===== src/rtl/fcml_pkg.sv =====
// Shared types and helpers for the FCML phase-leg carrier scheduler.
// All counts are in clk cycles; mod_add wraps a sum back into [0, p).
package fcml_pkg;

  localparam int CW_DEF = 10;

  typedef enum logic [1:0] {
    IDLE  = 2'd0,
    RUN   = 2'd1,
    STOP  = 2'd2,
    FAULT = 2'd3
  } state_e;

  // Operands are already below p, so one conditional subtract is enough.
  function automatic logic [CW_DEF-1:0] mod_add(input logic [CW_DEF-1:0] a,
                                                input logic [CW_DEF-1:0] b,
                                                input logic [CW_DEF-1:0] p);
    logic [CW_DEF:0] sum;
    sum = {1'b0, a} + {1'b0, b};
    if (sum >= {1'b0, p}) begin
      sum = sum - {1'b0, p};
    end
    return sum[CW_DEF-1:0];
  endfunction

endpackage


===== src/rtl/fcml_cell_cmp.sv =====
// One switching cell: shifts the master count by this cell's phase offset,
// compares against duty and registers the raw PWM command.
module fcml_cell_cmp
  import fcml_pkg::*;
#(
  parameter int CW = CW_DEF
) (
  input  logic          clk,
  input  logic          rst,
  input  logic          cmp_en,
  input  logic [CW-1:0] master,
  input  logic [CW-1:0] off,
  input  logic [CW-1:0] period,
  input  logic [CW-1:0] duty,
  output logic          dpwm
);

  logic [CW-1:0] cnt_s;
  logic          hit_s;
  logic          dpwm_r;

  // Cell count and compare; forced low whenever the leg is not switching.
  always_comb begin
    cnt_s = mod_add(master, off, period);
    hit_s = cmp_en && (cnt_s < duty);
  end

  // Output register, one cycle behind the count.
  always_ff @(posedge clk or negedge rst) begin
    if (!rst) begin
      dpwm_r <= 1'b0;
    end else begin
      dpwm_r <= hit_s;
    end
  end

  assign dpwm = dpwm_r;

endmodule


===== src/rtl/fcml_pwm_ctrl.sv =====
// Phase-shifted carrier scheduler for one FCML leg: run/stop/fault sequencing,
// master carrier, shadow configuration with offset sequencer, N_CELL compare cells.
module fcml_pwm_ctrl
  import fcml_pkg::*;
#(
  parameter int N_CELL = 4,
  parameter int CW     = CW_DEF
) (
  input  logic              clk,
  input  logic              rst,
  input  logic              en,
  input  logic              fault,
  input  logic              fault_clr,
  input  logic              cfg_ld,
  input  logic [CW-1:0]     cfg_period,
  input  logic [CW-1:0]     cfg_duty,
  input  logic [CW-1:0]     cfg_step,
  output logic              cfg_ack,
  output logic              cfg_err,
  output logic              busy,
  output logic              running,
  output logic              fault_st,
  output logic [N_CELL-1:0] dpwm
);

  localparam int            SW  = $clog2(N_CELL + 1);
  localparam logic [CW-1:0] ONE = CW'(1);

  state_e        state_r, state_s;
  logic [CW-1:0] master_r;
  logic [CW-1:0] period_act_r, duty_act_r;
  logic [CW-1:0] per_pend_r, duty_pend_r, step_pend_r;
  logic [CW-1:0] off_act_r  [N_CELL];
  logic [CW-1:0] off_pend_r [N_CELL];
  logic [SW-1:0] seq_r;
  logic          busy_r, pend_rdy_r, cfg_valid_r;
  logic          cfg_ack_r, cfg_err_r, running_r, fault_st_r;
  logic          live_s, wrap_s, bad_s, accept_s, seq_done_s, apply_s, cmp_en_s;

  // Carrier boundary, config screening and the apply decision.
  always_comb begin
    live_s     = (state_r == RUN) || (state_r == STOP);
    wrap_s     = live_s && (master_r == period_act_r - ONE);
    bad_s      = (cfg_period < CW'(2)) || (cfg_step >= cfg_period);
    accept_s   = cfg_ld && !busy_r && !bad_s;
    seq_done_s = busy_r && (seq_r == SW'(N_CELL));
    // A running carrier only swaps config at a wrap so no period is split.
    apply_s    = (seq_done_s && !live_s) || (pend_rdy_r && (!live_s || wrap_s));
  end

  // Next-state logic; fault overrides everything.
  always_comb begin
    state_s = state_r;
    if (fault) begin
      state_s = FAULT;
    end else begin
      case (state_r)
        IDLE:    if (en && cfg_valid_r) state_s = RUN;  else state_s = IDLE;
        RUN:     if (!en)               state_s = STOP; else state_s = RUN;
        STOP:    if (en)                state_s = RUN;
                 else if (wrap_s)       state_s = IDLE;
                 else                   state_s = STOP;
        FAULT:   if (fault_clr && !en)  state_s = IDLE; else state_s = FAULT;
        default:                        state_s = IDLE;
      endcase
    end
    cmp_en_s = live_s && ((state_s == RUN) || (state_s == STOP));
  end

  // State register, master carrier and status outputs.
  always_ff @(posedge clk or negedge rst) begin
    if (!rst) begin
      state_r    <= IDLE;
      master_r   <= {CW{1'b0}};
      running_r  <= 1'b0;
      fault_st_r <= 1'b0;
    end else begin
      state_r    <= state_s;
      running_r  <= (state_s == RUN) || (state_s == STOP);
      fault_st_r <= (state_s == FAULT);
      if (cmp_en_s && !wrap_s) begin
        master_r <= master_r + ONE;
      end else begin
        master_r <= {CW{1'b0}};
      end
    end
  end

  // Shadow capture, serial offset computation and transfer to the active set.
  always_ff @(posedge clk or negedge rst) begin
    if (!rst) begin
      per_pend_r   <= {CW{1'b0}};
      duty_pend_r  <= {CW{1'b0}};
      step_pend_r  <= {CW{1'b0}};
      period_act_r <= {CW{1'b0}};
      duty_act_r   <= {CW{1'b0}};
      seq_r        <= {SW{1'b0}};
      busy_r       <= 1'b0;
      pend_rdy_r   <= 1'b0;
      cfg_valid_r  <= 1'b0;
      cfg_ack_r    <= 1'b0;
      cfg_err_r    <= 1'b0;
      for (int k = 0; k < N_CELL; k++) begin
        off_pend_r[k] <= {CW{1'b0}};
        off_act_r[k]  <= {CW{1'b0}};
      end
    end else begin
      cfg_ack_r <= apply_s;
      cfg_err_r <= cfg_ld && !busy_r && bad_s;
      if (accept_s) begin
        per_pend_r    <= cfg_period;
        duty_pend_r   <= cfg_duty;
        step_pend_r   <= cfg_step;
        off_pend_r[0] <= {CW{1'b0}};
        seq_r         <= SW'(1);
        busy_r        <= 1'b1;
        pend_rdy_r    <= 1'b0;
      end else if (busy_r) begin
        for (int k = 1; k < N_CELL; k++) begin
          if (seq_r == SW'(k)) begin
            off_pend_r[k] <= mod_add(off_pend_r[k-1], step_pend_r, per_pend_r);
          end
        end
        if (seq_done_s) begin
          busy_r     <= 1'b0;
          seq_r      <= {SW{1'b0}};
          pend_rdy_r <= live_s;
        end else begin
          seq_r <= seq_r + SW'(1);
        end
      end else if (apply_s) begin
        pend_rdy_r <= 1'b0;
      end
      if (apply_s) begin
        period_act_r <= per_pend_r;
        duty_act_r   <= duty_pend_r;
        cfg_valid_r  <= 1'b1;
        for (int k = 0; k < N_CELL; k++) begin
          off_act_r[k] <= off_pend_r[k];
        end
      end
    end
  end

  for (genvar k = 0; k < N_CELL; k++) begin : g_cell
    fcml_cell_cmp #(.CW(CW)) u_cmp (
      .clk    (clk),
      .rst    (rst),
      .cmp_en (cmp_en_s),
      .master (master_r),
      .off    (off_act_r[k]),
      .period (period_act_r),
      .duty   (duty_act_r),
      .dpwm   (dpwm[k])
    );
  end

  assign cfg_ack  = cfg_ack_r;
  assign cfg_err  = cfg_err_r;
  assign busy     = busy_r;
  assign running  = running_r;
  assign fault_st = fault_st_r;

endmodule


===== config.mk =====
export PLATFORM = sky130hd
export DESIGN_NAME = fcml_pwm_ctrl
export DESIGN_NICKNAME = d
export VERILOG_FILES = /design/src/rtl/fcml_pkg.sv /design/src/rtl/fcml_cell_cmp.sv /design/src/rtl/fcml_pwm_ctrl.sv
export SDC_FILE = /design/constraint.sdc
export NUM_CORES = 1
export LEC_CHECK = 0
export ABC_AREA = 1
export BUFFER_PORTS_ARGS = -buffer_cell sky130_fd_sc_hd__buf_2
export CORE_MARGIN = 2
export CORE_UTILIZATION = 40
export CTS_BUF_LIST = sky130_fd_sc_hd__clkbuf_16
export DETAILED_ROUTE_END_ITERATION = 8
export PLACE_DENSITY = 0.62
export SETUP_SLACK_MARGIN = 0.05
export SYNTH_ARGS = -nofsm -noshare
export SYNTH_HDL_FRONTEND = slang
export SYNTH_SLANG_ARGS = --single-unit

===== constraint.sdc =====
create_clock -name clk -period 4.2 [get_ports clk]
set_clock_uncertainty 0.1 [all_clocks]
set_input_delay 0.84 -clock clk [delete_from_list [all_inputs] [get_ports clk]]
set_output_delay 0.84 -clock clk [all_outputs]
set_load 0.005 [all_outputs]

# Yosys cells after proc, flatten, opt, wreduce, memory -nomap -nowiden
# Cells that the tools add are included.
[totals] register_bits=136 latchBits=0 ram_bits=0 rom_bits=0 out_inout_bits=9 n_memories=0
[classes] addsub=15 mul=0 n_div=0 n_lt_le_gt_ge=13 eq_ne=12 shift=0 muxes=25 bitwise=1 n_reduce_logical=32
[ops] cell="$mux 10" n=8
[ops] cell="$sub 10x10->10" n=7
[ops] cell="$add 10x10->11" n=5
[ops] cell="$ge 11x10->1" n=5
[ops] cell="$lt 10x10->1" n=4
[ops] cell="$ge 10x10->1" n=3
[ops] cell="$logic_and 1x1->1" n=15
[ops] cell="$add 10x1->10 const B" n=1
[ops] cell="$eq 10x10->1" n=1
[ops] cell="$lt 10x2->1 const B" n=1
[ops] cell="$mux 2" n=5
[ops] cell="$sub 10x1->10 const B" n=1
[ops] cell="$mux 3" n=3
[ops] cell="$reduce_and 3->1" n=3
[ops] cell="$eq 2x2->1 const B" n=4
[ops] cell="$mux 1" n=8
[ops] cell="$pmux 2 s4" n=1
[ops] cell="$eq 3x2->1 const B" n=2
[ops] cell="$logic_not 1->1" n=5
[ops] cell="$logic_or 1x1->1" n=5
[ops] cell="$eq 2x1->1 const B" n=2
[ops] cell="$add 3x1->3 const B" n=1
[ops] cell="$eq 3x1->1 const B" n=1
[ops] cell="$eq 3x3->1 const B" n=1
[ops] cell="other kinds (6)" n=6

# Depth between registers and ports, before layout
[depth] depth_word=12 mapped_depth=28

# By module
# From an unflattened synthesis, not the netlist that was laid out.
[unflattened] cells_unflattened=1863 area_unflattened_um2=13696.9
[by_module_without_submodules] module="fcml_pwm_ctrl" n_inst=1 cells_each=1035 area_each_um2=8271.7 seq_area_each_um2=3303.2
[by_module_without_submodules] module="fcml_cell_cmp (g_cell[0].u_cmp ...)" n_inst=2 cells_each=206 area_each_um2=1342.5 seq_area_each_um2=25.0
[by_module_without_submodules] module="fcml_cell_cmp (g_cell[1].u_cmp)" n_inst=1 cells_each=209 area_each_um2=1375.1 seq_area_each_um2=25.0
[by_module_without_submodules] module="fcml_cell_cmp (g_cell[2].u_cmp)" n_inst=1 cells_each=207 area_each_um2=1365.1 seq_area_each_um2=25.0

# Worst setup path before layout
# No wires, ideal clock.
[synth_timing] path_kind="flip-flop to flip-flop" start="register master_r[2]" end="register g_cell[3].u_cmp.dpwm_r" arrival_ps=3940 required_time_ps=4023 setup_slack_ps=83 stages_incl_launch_ff=27 period_less_slack_ps=4117 cell_sequence="dfrtp_1 ha_1 a21o_1 nand3_1 nand2_1 a21oi_1 nor2_1 nor2_1 xor2_1 inv_1 ha_1 nand2_1 inv_1 a21boi_0 nand3_1 nand2_1 nand3_1 inv_1 clkbuf_1 o21ai_0 ha_1 a21oi_1 o21ai_0 a21o_1 a21oi_1 o21ai_0 a21oi_1"
[synth_between] elab_chain_cells=10 elab_cells_between_ends=16
[synth_lines] element="from (decl)" line_no="fcml_pwm_ctrl.sv:30" source="logic [CW-1:0] master_r;"
[synth_lines] element="from (signal assigned)" line_no="fcml_pwm_ctrl.sv:74" source="master_r <= {CW{1'b0}};"
[synth_lines] element="from (signal assigned)" line_no="fcml_pwm_ctrl.sv:82" source="master_r <= master_r + ONE;"
[synth_lines] element="from (signal assigned)" line_no="fcml_pwm_ctrl.sv:84" source="master_r <= {CW{1'b0}};"
[synth_lines] element="parallel branches: the longest is 9 deep, another holds $add 10x10->11"
[synth_lines] element="$logic_and 1x1->1 *" line_no="fcml_cell_cmp.sv:25" source="hit_s = cmp_en && (cnt_s < duty);"
[synth_lines] element="named net g_cell[3].u_cmp.hit_s" line_no="fcml_cell_cmp.sv:19" source="logic hit_s;"
[synth_lines] element="to (signal assigned)" line_no="fcml_cell_cmp.sv:33" source="dpwm_r <= hit_s;"
[synth_lines] element="to (decl)" line_no="fcml_cell_cmp.sv:20" source="logic dpwm_r;"
# Mark *: on every way through the listed nets, which the timed path passes.
# A chain may end at the register's enable or synchronous reset.

# Final worst setup path
[layout_timing] start="register master_r[0]" end="register g_cell[1].u_cmp.dpwm_r"
[layout_between] elab_chain_cells=10 elab_cells_between_ends=16
[layout_lines] element="parallel branches: the longest is 9 deep, another holds $add 10x10->11"
[layout_lines] element="$logic_and 1x1->1 *" line_no="fcml_cell_cmp.sv:25"
[layout_lines] element="named net g_cell[1].u_cmp.hit_s" line_no="fcml_cell_cmp.sv:19"
[layout_lines] element="to (signal assigned)" line_no="fcml_cell_cmp.sv:33"
[layout_lines] element="to (decl)" line_no="fcml_cell_cmp.sv:20"
# Marks and branches as above.

==> results by group <==
Routing
  – Total wire length after detailed routing: 38.9 mm
  – Vias: 12000
  – Detailed Routing Iterations Pass 1: 5
  – Number of vias per cell: 5.24
  – Number of DRC markers in iteration 0: 847
  – Routed len/inst: 17.0 microns
  – Post-DRT Antenna Nets: 0
  – Detailed-route DRC error count: 0

Logic synthesis
  – Count of flip-flops with a built-in enable after synthesis: 0
  – Cell area after synthesis: 0.0126 sq mm
  – Post-synth net total: 1984
  – Sequential area share after synthesis: 0.269
  – Mapped Cells: 1758
  – Fraction of registers with async set or reset after synthesis: 1.00
  – Synthesized area per cell: 7.19 sq um
  – Yosys Warn Count: 0
  – Dominant register cell in the synthesized netlist: sky130_fd_sc_hd__dfrtp_1
  – Number of storage elements in the synthesis netlist: 136
  – Count of unique library cells instantiated by Yosys: 43

Clocking
  – Clk slew on worst S/H paths: 70 ps
  – Total clock sinks: 136
  – Depth of the CTS H-tree: 4
  – Clock tree from TritonCTS: done
  – Number of buffers added by the clock tree synthesis step: 17
  – CTS Hold Bufs: 0
  – Clock latency reported for the late side of the worst-skew pair: 430 ps
  – Maximum count of clock buffers along a single path: 2
  – CTS Root Cell: sky130_fd_sc_hd__clkbuf_16

Worst setup path
  – Slowest stage cell, crit path: sky130_fd_sc_hd__dfrtp_2
  – Startpoint type of the worst setup path: flip-flop
  – Reg-to-reg critical path startpoint: master_r[0]
  – Worst-case register-to-register setup slack: 130 ps
  – CP Depth: 22
  – Worst EP required: 4450 ps
  – Top cell family by delay on the critical path: adder cells
  – Delay of the slowest critical-path stage: 460 ps
  – Number of buffer and inverter instances along the worst setup path: 3
  – Start point of the critical path: master_r[0]
  – Category of the worst setup path capture point: flip-flop
  – Critical path cell sequence: buf_6, ha_4, fa_2, a21oi_2, nor2_1, nor2_1, xor2_1, ha_1, nand2_2, nor2_2, nand3_1, nand4_1, nand2_1, nand2_2, clkinvlp_4, buf_4, o21ai_1, ha_1, a21o_1, a21oi_2, o21ai_1, a21oi_1
  – Critical path capture point: g_cell[1].u_cmp.dpwm
  – Largest driver fanout on the critical path: 5
  – Critical Path AT: 4320 ps
  – Worst Reg-to-Reg Cells: 22
  – End of the worst register-to-register path: g_cell[1].u_cmp.dpwm
  – CP Class: reg2reg

Floorplanning
  – Std-Cell Rows: 65
  – Starting density of the core: 0.404
  – Number of primary I/O pins: 45
  – Area inside the core boundary: 0.0313 sq mm
  – Die boundary height: 182 microns
  – X dimension of the die: 182 microns
  – Total Die Area: 0.0330 sq mm

GRT
  – GR Util All Layers: 0.237
  – Global-route met2 utilization: 0.387
  – Via count of the first global-routing pass: 11500
  – Grt peak-use layer: met2
  – Grt ovf: 0
  – Antenna violations before repair: 0
  – Met1 track utilization from global routing: 0.323
  – Global-route wire length before repair: 61.3 mm
  – Largest net degree at the start of global routing: 86
  – Met3 Resource Use GR: 0.0295

Timing
  – Slew at the pin closest to its max-slew limit: 747 ps
  – Worst Hold Margin: 253 ps
  – Number of failing setup endpoints in the final timing report: 0
  – Final min period: 4070 ps
  – Final worst-path cycle share: 0.968
  – Smallest setup slack after layout: 135 ps
  – RSZ-0062 raised after global routing: true
  – Number of max-slew violations in the final report: 0
  – Final hold vios: 0
  – Achievable frequency: 246 MHz
  – Worst relative slew slack: 0.500

Place
  – Place WS: -144 ps
  – GP Congestion: 0.960
  – Placed insts: 2238
  – Port Buffers: 44
  – HPWL after detailed placement: 30.5 mm

Status
  – Result of the run: complete, no violations

Cells and area
  – Layout cell share with drive strength beyond 1: 0.137
  – Layout fillers: 3127
  – Filler-free cell count of the finished design: 2288
  – Final Net Count: 2099
  – Fin util: 0.477
  – Number of inserted diodes: 0
  – Post-synthesis to final-layout area growth: 18.1%

Worst hold path
  – Class of the tightest hold or removal check: in2async

Flow run
  – Maxcap violations: 0
[cell type report]
| cell class | instances | area (sq um) | share of cell area |
|---|---|---|---|
| flip-flops and latches | 136 | 3410 | 0.228 |
| repair buffers | 124 | 863 | 0.0578 |
| clock inverters | 15 | 214 | 0.0143 |
| repair inverters | 3 | 22.5 | 0.00151 |
| well taps | 402 | 503 | 0.0337 |
| multi-input cells | 1374 | 8670 | 0.581 |
| inverters | 217 | 822 | 0.0550 |
| clock buffers | 17 | 425 | 0.0285 |
[sequential cells by signal (all words and copies together), names as in the netlist]
signal / cells
busy: 1
cfg_ack: 1
cfg_err: 1
cfg_valid_r: 1
duty_act_r: 10
duty_pend_r: 10
fault_st: 1
g_cell.u_cmp.dpwm: 4
master_r: 10
off_act_r: 30
off_pend_r: 30
pend_rdy_r: 1
per_pend_r: 10
period_act_r: 10
running: 1
seq_r: 3
state_r: 2
step_pend_r: 10
[cell usage after synthesis (3+ instances only)]
library cell	instances	area, sq um
sky130_fd_sc_hd__a211oi_1	9	67.6
sky130_fd_sc_hd__nand4_1	30	188
sky130_fd_sc_hd__xor2_1	59	517
sky130_fd_sc_hd__nand2_1	485	1820
sky130_fd_sc_hd__a21oi_1	117	586
sky130_fd_sc_hd__nand3b_1	5	37.5
sky130_fd_sc_hd__o21ai_1	38	190
sky130_fd_sc_hd__a21boi_0	3	22.5
sky130_fd_sc_hd__nor3_1	19	95.1
sky130_fd_sc_hd__clkbuf_1	12	45.0
sky130_fd_sc_hd__o21bai_1	8	60.1
sky130_fd_sc_hd__o211ai_1	4	30.0
sky130_fd_sc_hd__a31oi_1	10	62.6
sky130_fd_sc_hd__ha_1	178	2230
sky130_fd_sc_hd__nand3_1	77	385
sky130_fd_sc_hd__o21ai_0	96	480
sky130_fd_sc_hd__dfrtp_1	136	3400
sky130_fd_sc_hd__a21o_1	11	82.6
sky130_fd_sc_hd__nor2_1	132	495
sky130_fd_sc_hd__nor4_1	7	43.8
sky130_fd_sc_hd__inv_1	213	800
sky130_fd_sc_hd__xnor2_1	33	289
sky130_fd_sc_hd__o22ai_1	11	68.8
sky130_fd_sc_hd__nor3b_1	3	22.5
sky130_fd_sc_hd__fa_1	12	240
sky130_fd_sc_hd__mux2_2	9	101
sky130_fd_sc_hd__inv_2	4	15.0
sky130_fd_sc_hd__buf_2	8	40.0
sky130_fd_sc_hd__buf_4	8	60.1
[metrics by stage]
stage	cell area, sq um	TNS, ps
2_1_floorplan	12600	0
3_3_place_gp	13700	-64.5
3_5_place_dp	13700	-290
4_1_cts	14500	0
5_1_grt	14900	-299
6_report	14900	0
[worst min path at each step]
stage | slack (ps) | depth (start not counted) | start | endpoint
global placement | 340 | 2 | cfg_valid_r | cfg_valid_r
finish | 250 | 1 | rst | off_pend_r[16]
floorplan | 320 | 2 | cfg_valid_r | cfg_valid_r
detailed placement | 340 | 2 | cfg_valid_r | cfg_valid_r
global route | 300 | 1 | rst | off_pend_r[16]
CTS | 280 | 1 | rst | off_pend_r[16]
[logic make-up after synthesis]
| kind of cell | after synthesis | synth area share |
|---|---|---|
| flops | 136 | 0.269 |
| compound gates | 319 | 0.139 |
| buf+inv | 248 | 0.0780 |
| simple gates | 764 | 0.247 |
| fa+ha+maj | 190 | 0.195 |
| mux | 9 | 0.00802 |
| xor+xnor | 92 | 0.0637 |
[cell usage in the layout (no fill, tap or decap), types with 4 or more instances in the layout]
cell | synthesis | routed
sky130_fd_sc_hd__dfrtp_2 | 0 | 6
sky130_fd_sc_hd__clkinvlp_4 | 0 | 4
sky130_fd_sc_hd__a21oi_2 | 0 | 15
sky130_fd_sc_hd__xor2_1 | 59 | 57
sky130_fd_sc_hd__a21oi_1 | 117 | 102
sky130_fd_sc_hd__o211ai_1 | 4 | 4
sky130_fd_sc_hd__nand2_1 | 485 | 476
sky130_fd_sc_hd__inv_1 | 213 | 209
sky130_fd_sc_hd__fa_1 | 12 | 9
sky130_fd_sc_hd__nor2_1 | 132 | 127
sky130_fd_sc_hd__o21ai_1 | 38 | 52
sky130_fd_sc_hd__nand3b_1 | 5 | 5
sky130_fd_sc_hd__nand4_1 | 30 | 30
sky130_fd_sc_hd__ha_4 | 0 | 14
sky130_fd_sc_hd__nand2_2 | 1 | 10
sky130_fd_sc_hd__buf_4 | 8 | 75
sky130_fd_sc_hd__ha_1 | 178 | 158
sky130_fd_sc_hd__a211oi_1 | 9 | 8
sky130_fd_sc_hd__o21ai_0 | 96 | 81
sky130_fd_sc_hd__mux2_2 | 9 | 9
sky130_fd_sc_hd__dfrtp_1 | 136 | 130
sky130_fd_sc_hd__buf_2 | 8 | 43
sky130_fd_sc_hd__o22ai_1 | 11 | 11
sky130_fd_sc_hd__nand3_1 | 77 | 70
sky130_fd_sc_hd__xnor2_1 | 33 | 31
sky130_fd_sc_hd__ha_2 | 0 | 6
sky130_fd_sc_hd__o21bai_1 | 8 | 8
sky130_fd_sc_hd__nor2_2 | 2 | 6
sky130_fd_sc_hd__a21o_1 | 11 | 11
sky130_fd_sc_hd__a31oi_1 | 10 | 8
sky130_fd_sc_hd__bufinv_16 | 0 | 4
sky130_fd_sc_hd__buf_6 | 2 | 4
sky130_fd_sc_hd__nor4_1 | 7 | 7
sky130_fd_sc_hd__clkbuf_16 | 0 | 17
sky130_fd_sc_hd__inv_2 | 4 | 5
sky130_fd_sc_hd__nor3_1 | 19 | 16
sky130_fd_sc_hd__nand3_2 | 0 | 6
[repair_timing]
| action | 4_1_cts | 5_1_grt |
|---|---|---|
| setup buffers | 6 | 9 |
| pin swaps | 5 | 33 |
| endpoints found under the setup margin | 3 | 4 |
| gates cloned | 3 | 0 |
| resized for setup | 26 | 87 |
| endpoints found under the hold margin | 0 | 0 |
[per-layer routing]
metal	vias up	share of wire	wire length, microns
li1	6067	-	-
met1	5558	0.47	18300
met2	314	0.45	17600
met3	60	0.043	1670
met4	0	0.032	1240
met5	-	0	0
Power is not shown: default switching activity piles up to over one toggle a cycle in this logic, so the estimate is an artifact.
